**src/rtl/reduce_f32_pkg.sv**
```systemverilog
// Shared types, constants and helpers for the reduce_f32 streaming sum reducer.
package reduce_f32_pkg;

  typedef enum logic [1:0] {
    ACCUM = 2'd0,
    DRAIN = 2'd1,
    OUT   = 2'd2
  } state_e;

  localparam logic [31:0] F32_POS_ZERO = 32'h0000_0000;

  function automatic logic f32_is_nan(input logic [31:0] word);
    return (word[30:23] == 8'hFF) && (word[22:0] != 23'h00_0000);
  endfunction

endpackage

```
**src/rtl/reduce_f32_tag_pipe.sv**
```systemverilog
// Liveness tags travelling alongside the external adder pipeline; ret_v marks a
// live partial arriving on add_res, occ counts live partials still in flight.
module reduce_f32_tag_pipe
  import reduce_f32_pkg::*;
#(
  parameter int DEPTH = 8,
  parameter int OCC_W = $clog2(DEPTH + 1)
) (
  input  logic             clk,
  input  logic             rst,
  input  logic             shift_in,
  output logic             ret_v,
  output logic [OCC_W-1:0] occ
);

  logic [DEPTH-1:0] tags_r;
  logic [OCC_W-1:0] occ_r;

  // Tag shift register and running population count kept in step with it.
  always_ff @(posedge clk or posedge rst) begin
    if (rst) begin
      tags_r <= {DEPTH{1'b0}};
      occ_r  <= {OCC_W{1'b0}};
    end else begin
      tags_r <= {tags_r[DEPTH-2:0], shift_in};
      occ_r  <= occ_r + OCC_W'(shift_in) - OCC_W'(tags_r[DEPTH-1]);
    end
  end

  assign ret_v = tags_r[DEPTH-1];
  assign occ   = occ_r;

endmodule

```
**src/rtl/reduce_f32.sv**
```systemverilog
// Streaming f32 sum reduction controller driving an external fixed-latency adder.
// Optional sticky NaN flag output enabled by defining REDUCE_F32_NAN_FLAG_EN.
module reduce_f32
  import reduce_f32_pkg::*;
#(
  parameter int ADD_LATENCY = 8
) (
  input  logic        clk,
  input  logic        rst,
  input  logic        in_valid,
  output logic        in_ready,
  input  logic [31:0] in_data,
  input  logic        in_last,
  output logic [31:0] add_a,
  output logic [31:0] add_b,
  input  logic [31:0] add_res,
  output logic        out_valid,
  input  logic        out_ready,
  output logic [31:0] out_data
`ifdef REDUCE_F32_NAN_FLAG_EN
  ,
  output logic        nan_seen
`endif
);

  localparam int OCC_W = $clog2(ADD_LATENCY + 1);

  state_e      state_r, state_nxt;
  logic [31:0] add_a_r, add_b_r, a_nxt_s, b_nxt_s;
  logic [31:0] hold_r, hold_nxt_s;
  logic        hold_v_r, hold_v_nxt_s;
  logic        in_ready_r, out_valid_r;
  logic [31:0] out_data_r;
  logic        accept_s, issue_tag_s, done_s, ret_v_s;
  logic [OCC_W-1:0] occ_s;

  reduce_f32_tag_pipe #(
    .DEPTH (ADD_LATENCY),
    .OCC_W (OCC_W)
  ) u_tag_pipe (
    .clk      (clk),
    .rst      (rst),
    .shift_in (issue_tag_s),
    .ret_v    (ret_v_s),
    .occ      (occ_s)
  );

  assign accept_s = in_valid && in_ready_r;

  // Next-state, adder operand selection and pairwise collapse of partials.
  always_comb begin
    state_nxt    = state_r;
    a_nxt_s      = F32_POS_ZERO;
    b_nxt_s      = F32_POS_ZERO;
    issue_tag_s  = 1'b0;
    hold_nxt_s   = hold_r;
    hold_v_nxt_s = hold_v_r;
    done_s       = 1'b0;
    case (state_r)
      ACCUM: begin
        a_nxt_s     = accept_s ? in_data : F32_POS_ZERO;
        b_nxt_s     = ret_v_s ? add_res : F32_POS_ZERO;
        issue_tag_s = accept_s | ret_v_s;
        if (accept_s && in_last) begin
          state_nxt = DRAIN;
        end else begin
          state_nxt = ACCUM;
        end
      end
      DRAIN: begin
        if (ret_v_s && hold_v_r) begin
          a_nxt_s      = hold_r;
          b_nxt_s      = add_res;
          issue_tag_s  = 1'b1;
          hold_v_nxt_s = 1'b0;
        end else if (ret_v_s) begin
          hold_nxt_s   = add_res;
          hold_v_nxt_s = 1'b1;
        end else if (hold_v_r && (occ_s == {OCC_W{1'b0}})) begin
          // Last surviving partial with nothing left in flight is the total.
          done_s       = 1'b1;
          hold_v_nxt_s = 1'b0;
          state_nxt    = OUT;
        end else begin
          state_nxt = DRAIN;
        end
      end
      OUT: begin
        if (out_ready) begin
          state_nxt = ACCUM;
        end else begin
          state_nxt = OUT;
        end
      end
      default: begin
        state_nxt = ACCUM;
      end
    endcase
  end

  // State, operand, hold and output registers.
  always_ff @(posedge clk or posedge rst) begin
    if (rst) begin
      state_r     <= ACCUM;
      add_a_r     <= F32_POS_ZERO;
      add_b_r     <= F32_POS_ZERO;
      hold_r      <= F32_POS_ZERO;
      hold_v_r    <= 1'b0;
      in_ready_r  <= 1'b1;
      out_valid_r <= 1'b0;
      out_data_r  <= F32_POS_ZERO;
    end else begin
      state_r     <= state_nxt;
      add_a_r     <= a_nxt_s;
      add_b_r     <= b_nxt_s;
      hold_r      <= hold_nxt_s;
      hold_v_r    <= hold_v_nxt_s;
      in_ready_r  <= (state_nxt == ACCUM);
      out_valid_r <= (state_nxt == OUT);
      out_data_r  <= done_s ? hold_r : out_data_r;
    end
  end

  assign in_ready  = in_ready_r;
  assign out_valid = out_valid_r;
  assign out_data  = out_data_r;
  assign add_a     = add_a_r;
  assign add_b     = add_b_r;

`ifdef REDUCE_F32_NAN_FLAG_EN
  logic nan_seen_r;

  // Sticky NaN indication for the reduction currently being formed or presented.
  always_ff @(posedge clk or posedge rst) begin
    if (rst) begin
      nan_seen_r <= 1'b0;
    end else if ((state_r == OUT) && out_ready) begin
      nan_seen_r <= 1'b0;
    end else if (accept_s && f32_is_nan(in_data)) begin
      nan_seen_r <= 1'b1;
    end else begin
      nan_seen_r <= nan_seen_r;
    end
  end

  assign nan_seen = nan_seen_r;
`endif

endmodule

```
**config.mk**
```make
export PLATFORM = sky130hd
export DESIGN_NAME = reduce_f32
export DESIGN_NICKNAME = d
export VERILOG_FILES = /design/src/rtl/reduce_f32_pkg.sv /design/src/rtl/reduce_f32_tag_pipe.sv /design/src/rtl/reduce_f32.sv
export SDC_FILE = /design/constraint.sdc
export NUM_CORES = 1
export LEC_CHECK = 0
export ABC_AREA = 1
export ABC_CLOCK_PERIOD_IN_PS = 5090
export BUFFER_PORTS_ARGS = -buffer_cell sky130_fd_sc_hd__buf_2
export CAP_MARGIN = 20
export CORE_ASPECT_RATIO = 1.2
export CORE_MARGIN = 8
export CORE_UTILIZATION = 30
export CTS_CLUSTER_SIZE = 25
export DETAILED_ROUTE_END_ITERATION = 7
export GPL_TIMING_DRIVEN = 0
export PLACE_DENSITY = 0.49
export SLEW_MARGIN = 15
export SYNTH_ARGS = -nofsm -noshare
export SYNTH_HDL_FRONTEND = slang
export SYNTH_HIERARCHICAL = 1
export SYNTH_SLANG_ARGS = --single-unit
```
**constraint.sdc**
```tcl
create_clock -name clk -period 5.09 [get_ports clk]
set_input_delay 0.7635 -clock clk [delete_from_list [all_inputs] [get_ports clk]]
set_output_delay 0.7635 -clock clk [all_outputs]
set_load 0.02 [all_outputs]
```
## After elaboration in Yosys (flattened, before gate mapping)

Cells that the tools add are included.
W data, S select, Z words.

- Logic and storage cells: 48
- Memories: 0
- Register bits: 145
- Bits in writable memories: 0
- Input bits: 69
- Memory bits (read-only): 0
- Bits in latches: 0

- Multipliers: 0
- Equal/unequal tests: 3
- Add/sub/neg operators: 2
- Divide/modulo/power cells: 0
- Bitwise gates (word level): 2
- Muxes and demuxes: 21
- Shift-type cells: 0
- Magnitude comparators: 0
- Reduce and logical (&&, ||, !) cells: 10

Operators by type and width:

| cell | number |
|---|---|
| $mux W32 | 4 |
| $pmux W32 S2 | 2 |
| $mux W1 | 9 |
| $mux W2 | 4 |
| $pmux W2 S3 | 1 |
| $add A4 B1 Y4 | 1 |
| $eq A2 B2 Y1 const B | 2 |
| $logic_and A1 B1 Y1 | 4 |
| $logic_not A2 Y1 | 2 |
| $logic_not A4 Y1 | 1 |
| $sub A4 B1 Y4 | 1 |
| $reduce_and A3 Y1 | 1 |
| $reduce_bool A3 Y1 | 1 |
| $eq A2 B1 Y1 const B | 1 |
| $pmux W1 S2 | 1 |
| $reduce_and A2 Y1 | 1 |
| $not A1 Y1 | 1 |
| $or A1 B1 Y1 | 1 |

## Longest topological paths before layout

Gate-level depths: netlist of the first run.

- Depth in word-level cells: 7
- Gate-level depth with buffers: 12
- Depth with buffers taken out: 11

## By module

The synthesis of the first run kept the hierarchy.

By module, submodules not included:

| module | area each (um^2) | instances | cells each |
|---|---|---|---|
| reduce_f32 | 5024.8 | 1 | 518 |
| reduce_f32_tag_pipe | 461.7 | 1 | 39 |

## Worst setup path after synthesis of the first run

OpenSTA, ideal clock, no wires.

- Path type: input to register
- Start point: input port in_valid
- End point: register u_tag_pipe.occ_r[1], in the netlist u_tag_pipe/occ[1]
- Path buffers: 1
- Setup slack: 3.012 ns
- Library setup time: 0.064 ns
- Stages on the path: 7
- Arrival: 2.014 ns
- Cells stage by stage: nand3_1 -> clkbuf_1 -> nand2_1 -> ha_1 -> inv_1 -> fa_1 -> inv_1

- Longest elaborated chain between the ends: 5

RTL lines:

| item | line | RTL |
|---|---|---|
| from (decl) | reduce_f32.sv:10 | `input logic in_valid,` |
| $logic_and A1 B1 Y1 | reduce_f32.sv:48 | `assign accept_s = in_valid && in_ready_r;` |
| $or A1 B1 Y1 | reduce_f32.sv:63 | `issue_tag_s = accept_s \| ret_v_s;` |
| $pmux W1 S2 | reduce_f32.sv:59 | `case (state_r)` |
| net issue_tag_s | reduce_f32.sv:34 | `logic accept_s, issue_tag_s, done_s, ret_v_s;` |
| $add A4 B1 Y4 | reduce_f32_tag_pipe.sv:26 | `occ_r <= occ_r + OCC_W'(shift_in) - OCC_W'(tags_r[DEPTH-1]);` |
| $sub A4 B1 Y4 | reduce_f32_tag_pipe.sv:26 |  |
| to (signal assigned) | reduce_f32_tag_pipe.sv:23 | `occ_r <= {OCC_W{1'b0}};` |
| to (signal assigned) | reduce_f32_tag_pipe.sv:26 |  |
| to (decl) | reduce_f32_tag_pipe.sv:17 | `logic [OCC_W-1:0] occ_r;` |

The timed path passes the listed nets, and every way through them passes these cells.
A chain may end at the register's enable or synchronous reset.

## Final worst setup path of the first run

- Start point: register state_r[1]
- End point: register u_tag_pipe.occ_r[2], in the netlist u_tag_pipe/occ[2]

- Longest elaborated chain between the ends: 4

RTL lines:

| item | line | RTL |
|---|---|---|
| from (decl) | reduce_f32.sv:28 | `state_e state_r, state_nxt;` |
| from (signal assigned) | reduce_f32.sv:113 | `state_r <= state_nxt;` |
| $eq A2 B1 Y1 or $logic_not A2 Y1 (tied branches) | reduce_f32.sv:59 |  |
| $pmux W1 S2 * | reduce_f32.sv:59 |  |
| net issue_tag_s | reduce_f32.sv:34 |  |
| $add A4 B1 Y4 * | reduce_f32_tag_pipe.sv:26 |  |
| $sub A4 B1 Y4 * | reduce_f32_tag_pipe.sv:26 |  |

The timed path passes the listed nets; every way through them passes the cells marked *.

==> flow_summary.ini, run 1 <==
[routing]
drt_iter0_drc = 195
routedWlPerCell_um = 16.12
firstDrtPassIters = 4
vias = 4265
totalWireLength_um = 15800
vias_per_cell = 4.352
drc = 0
ant_nets = 0

[synth]
syn_area_um2 = 5487
ys_seq_area_share_pct = 66.16
yosysWarnings = 6
syn-instance-count = 557
synth-seq-cells = 145
synth.avg_cell_area_um2 = 9.850
yosysUniqueCellTypes = 23
mappedNetlistNets = 631

[finish]
antenna_cells = 0
fin_cells = 980
final_common_cell = buf_2
syn_to_final_growth_pct = 32.36
fillers = 1819
nNetsFinal = 817
drive_above_1_share_pct = 29.89
final_cell_mix = buf_2, nand2_1, dfrtp_1

[floorplanning]
die_area_um2 = 22890
fp-row-count = 54
initial_utilization_pct = 30.41
die-height_um = 164.1
die_width_um = 139.5
ioPinCount = 167
core-area_um2 = 18040

[worst_setup_path]
timing.rr.end = u_tag_pipe/occ[2]$_DFF_PP0_
crit_slowest_cell = fa_1
r2r_slack_ps = 2840
crit_path_end_kind = flip-flop
path_class = flip-flop to flip-flop
crit_arrival_ps = 2540
worstRegToRegCells = 8
path_delay_family = simple AND/OR/NAND/NOR gates
crit_path_start_kind = flip-flop
crit_path_cell_trace = nor2_2 -> nand3_1 -> clkbuf_1 -> nand2_1 -> ha_1 -> inv_1 -> fa_1 -> xnor2_1
rr_startpoint = state_r[1]$_DFF_PP0_
path_buf_inv = 2
worstPathRequired_ps = 5380
cp_max_fo = 10
crit_path_max_incr_delay_ps = 400

[timing]
period_needed_ps = 2248
tightest_slew_ps = 568.1
fin_skew_ps = 8.434
max_freq_mhz = 444.8
setup_violations = 0
rsz0062_at_grt = false
hold_viol_final = 0
slew_violations = 0
fin_crit_sh_pct = 44.17
whs_ps = 347.6
slew_headroom_pct = 62.13

[clock_tree]
ctsHtreeMaxLevel = 4
clockRootBuffer = clkbuf_16
cts_max_path_buffers = 2
clock_latency_ps = 420
path_clk_slew_ps = 60
cts_hold_buf = 0
cts_buffers = 17
cts_setup_buffers = 0
cts.sinks = 145
cts_tree = done
ctsResizeCount = 0

[worst_hold_path]
hold_start = u_tag_pipe/tags_r[4]$_DFF_PP0_
min_path_cells = 0
min_to = u_tag_pipe/tags_r[5]$_DFF_PP0_
hp-class = flip-flop to flip-flop

[power_and_ir_drop]
p_comb_share_pct = 28.9
p_sw_share_pct = 36.00
power_leakage_nw = 4.219
p_switching_mw = 1.576
p_clk_share_pct = 30.2
pwr_density_cell_nw_per_um2 = 602.9
p_total_mw = 4.378
seqPwrFrac_pct = 40.9
vdd_drop_max_v = 0.0002675
power.internal_mw = 2.802

[placement]
port-buffer-count = 166
post-dp-hpwl_um = 11990
place_congestion = 0.7408
dpl.cell_count = 948

[run]
drv_cap = 0

[global_route]
grt_pass1_vias = 4639
grt_pass1_wl_um = 25270
antenna_found_initial = 0
grt_use_total_pct = 14.40
grt_max_degree = 85
grt_overflow_total = 0

[run_status]
outcome = complete, no violations
## sequential cells by signal, indices dropped and copies added, names as in the netlist
signal	flops
add_a	32
add_b	32
hold_r	32
out_data	32
u_tag_pipe/tags_r	8
u_tag_pipe/occ	4
state_r	2
hold_v_r	1
in_ready	1
out_valid	1
## layout make-up
type                       instances  area, µm²  area share, %
timing repair buffer             167      858.3          11.82
clock buffer                      23      478.0          6.582
sequential                       145       3630          49.98
buffer                            28      163.9          2.257
multi-input combinational        302       1385          19.07
tap                              224      280.3          3.859
clock inverter                     9      153.9          2.119
inverter                          82      312.8          4.307
## worst max-delay path by stage
stage / cells after the start / slack, ps / startpoint / end
floorplan: 1 / 770 / rst / add_a[0]$_DFF_PP0_
global placement: 2 / -710 / rst / add_a[5]$_DFF_PP0_
detailed placement: 8 / 2440 / in_valid / u_tag_pipe/occ[1]$_DFF_PP0_
CTS: 8 / 2800 / state_r[1]$_DFF_PP0_ / u_tag_pipe/occ[2]$_DFF_PP0_
global route: 8 / 2650 / state_r[0]$_DFF_PP0_ / u_tag_pipe/occ[2]$_DFF_PP0_
finish: 8 / 2840 / state_r[1]$_DFF_PP0_ / u_tag_pipe/occ[2]$_DFF_PP0_
## cells by family after synthesis
family / after synthesis / synth area share, %
simple gates: 230 / 17.72
flops: 145 / 66.16
buf+inv: 110 / 8.598
compound gates: 66 / 6.089
fa+ha+maj: 5 / 1.277
xor+xnor: 1 / 0.1597
## power by group through the flow
stage               Sequential (mW)  Clock [mW]  Combinational [mW]
floorplan                      1.97           0               0.600
global placement               1.80           0                1.26
detailed placement             1.81           0                1.30
CTS                            1.79        1.35                1.30
global route                   1.84        1.40                1.43
finish                         1.79        1.32                1.27
## through the flow
step	setup WS (ps)	utilization [%]	area [µm²]	TNS [ps]
6_report	2842	40.26	7262	0
3_3_place_gp	-705.2	36.57	6598	-92020
5_1_grt	2647	40.26	7262	0
3_5_place_dp	2439	36.75	6630	0
4_1_cts	2803	40.26	7262	0
2_1_floorplan	773.8	-	5487	0
## layer usage
metal	track usage (%)	share of wire, %	vias to the layer above
met5	0	0	-
met4	6.347	1.8	0
met3	3.548	4.7	14
met2	25.69	53	101
met1	16.09	41	2044
li1	-	-	2106
## cell usage after synthesis (all sizes together)
cell    instances  area (µm²)
or2             1       6.260
a21oi           1       8.760
or3             1       6.260
buf            20       133.9
inv            82       307.8
fa              1       20.02
ha              4       50.05
nand3           4       20.02
o21ai          65       325.3
xnor2           1       8.760
clkbuf          8       30.03
nand4          33       212.7
dfrtp         144        3603
nand2         147       554.3
nor2           44       172.7
dfstp           1       26.28
Note: power is estimated with default switching activity, not from simulation.
==> run 2, diff against run 1 <==
ABC_CLOCK_PERIOD_IN_PS = 2200   (was 5090)
clock period = 2.2 ns   (was 5.09 ns; I/O delays follow)
==> run 2 against run 1 <==
Net effect:
- core utilization rose by 0.15 points
- global-route usage fell by 0.097 points
- total power rose by 120%
- worst setup slack got worse by 2700 ps
- critical path depth rose by 1
- final area rose by 0.38%
- clock power rose by 100%
==> flow_summary.ini, run 2 (synthesized netlist as in run 1, its figures left out) <==
[run_status]
outcome = complete, no violations

[routing]
dr_wl_met2_um = 8350
highest_layer = met4
drt_iter0_drc = 169
vias_per_cell = 4.390
wl_met3_um = 808
totalWireLength_um = 15850
routedWlPerCell_um = 16.11
met1_length_um = 6465
drc = 0
ant_nets = 0
vias = 4320
firstDrtPassIters = 5

[finish]
final_common_cell = buf_2
antenna_cells = 0
fillers = 1831
multi_input_area_um2 = 1415
register_area_um2 = 3630
nNetsFinal = 823
drive_above_1_share_pct = 30.26
final_cell_mix = buf_2, nand2_1, dfrtp_1
fin_util_pct = 40.41
syn_to_final_growth_pct = 32.86
fin_area_um2 = 7289

[timing]
hold_viol_final = 0
fin_skew_ps = 6.629
slew_violations = 0
setup-tns-final_ps = 0
period_needed_ps = 2069
max_freq_mhz = 483.2
slew_headroom_pct = 65.64
setup_violations = 0
fin_crit_sh_pct = 94.06
rsz0062_at_grt = false
tightest_slew_ps = 515.5
fin_ws_ps = 130.6

[power_and_ir_drop]
power.internal_mw = 6.155
p_total_mw = 9.797
seqPwrFrac_pct = 42.3
p_comb_share_pct = 30.6
pwr_density_cell_nw_per_um2 = 1344
p_sw_share_pct = 37.17
p_switching_mw = 3.642
vdd_drop_max_v = 0.0006304
p_clk_share_pct = 27.1
power_leakage_nw = 4.230

[global_route]
grt_max_degree = 36
antenna_found_initial = 0
grt_overflow_total = 0
grt_pass1_wl_um = 25070
grt_pass1_vias = 4698
grt_use_total_pct = 14.30

[worst_setup_path]
path_class = flip-flop to flip-flop
crit_path_start_kind = flip-flop
crit_path_end_kind = flip-flop
crit_path_cell_trace = nand2_1 -> nor2_4 -> a21oi_4 -> buf_4 -> nand2_1 -> ha_1 -> inv_1 -> fa_1 -> inv_1
crit_path_max_incr_delay_ps = 450
worstRegToRegCells = 9
crit_slowest_cell = dfrtp_1
cp_max_fo = 10
cp.depth = 9
path_buf_inv = 3
path_delay_family = adder cells
crit_arrival_ps = 2430
worstPathRequired_ps = 2560

[placement]
port-buffer-count = 166
placed_area_um2 = 6689
dp_slack_ps = -187.2
place_congestion = 0.7624
post-dp-hpwl_um = 12120

[floorplanning]
ioPinCount = 167
core-area_um2 = 18040
die_width_um = 139.5
initial_utilization_pct = 30.41
fp-row-count = 54
die-height_um = 164.1
die_area_um2 = 22890

[worst_hold_path]
hp-class = primary input to flip-flop
min_path_cells = 3

[clock_tree]
ctsHtreeMaxLevel = 4
clockRootBuffer = clkbuf_16
cts_buffers = 17
path_clk_slew_ps = 60
cts_tree = done
cts.sinks = 145
cts_max_path_buffers = 2
clock_latency_ps = 420

[run]
drv_cap = 0
[run 2: cell count changes in the layout (fill, tap and decap cells not counted), sizes merged]
| cell | previous run | this run |
|---|---|---|
| clkinv | 3 | 4 |
| inv | 82 | 81 |
| dlygate4sd3 | 0 | 1 |
| buf | 187 | 192 |
| bufinv | 4 | 1 |
| clkbuf | 31 | 32 |
[run 2: final cells by class]
class                      count  area share (%)
sequential                   145           49.79
tap                          224           3.845
clock inverter                 6          0.7896
clock buffer                  24           6.608
multi-input combinational    302           19.41
timing repair buffer         173           12.94
inverter                      82           4.274
buffer                        28           2.334
[run 2: worst min-delay path, delay by kind of cell]
family | cells | cell delay [ps]
buffers and inverters | 2 | 150
and+or+nand+nor | 1 | 40
[run 2: worst paths after layout]
| check | startpoint | endpoint | slack, ps |
|---|---|---|---|
| min in group asynchronous | rst | out_data[20]$_DFFE_PP0P_ | 450 |
| max in group asynchronous | rst | add_a[4]$_DFF_PP0_ | 1040 |
| worst max register to register | u_tag_pipe/tags_r[7]$_DFF_PP0_ | u_tag_pipe/occ[1]$_DFF_PP0_ | 130 |
| worst min-delay path | add_res[16] | add_b[16]$_DFF_PP0_ | 140 |
| worst min register to register | u_tag_pipe/tags_r[5]$_DFF_PP0_ | u_tag_pipe/tags_r[6]$_DFF_PP0_ | 340 |
| worst max-delay path | u_tag_pipe/tags_r[7]$_DFF_PP0_ | u_tag_pipe/occ[1]$_DFF_PP0_ | 130 |
[run 2: through the flow]
step | std cells | hold WS, ps
floorplan | 557 | 194.7
global placement | 947 | 334.1
detailed placement | 951 | 334.7
CTS | 982 | 125.9
global route | 984 | 133.8
finish | 984 | 138.4
[run 2: power groups by stage]
stage / clock network [mW] / registers [mW] / logic, mW
2_1_floorplan: 0 / 4.56 / 1.39
3_3_place_gp: 0 / 4.17 / 2.92
3_5_place_dp: 0 / 4.18 / 3.02
4_1_cts: 2.73 / 4.15 / 3.05
5_1_grt: 2.85 / 4.24 / 3.36
6_report: 2.66 / 4.14 / 3.00
[run 2: repair_timing]
item / in CTS / in global routing
endpoints found under the setup margin: 2 / 2
setup buffers: 0 / 2
gates resized for setup: 6 / 2
hold buffers: 1 / 0
pin swaps: 0 / 1
endpoints found under the hold margin: 23 / 0
[run 2: metal layers]
metal,track usage (%),vias up
li1,-,2117
met1,15.78,2081
met2,25.22,107
met3,4.420,15
met4,5.997,0
met5,0,-
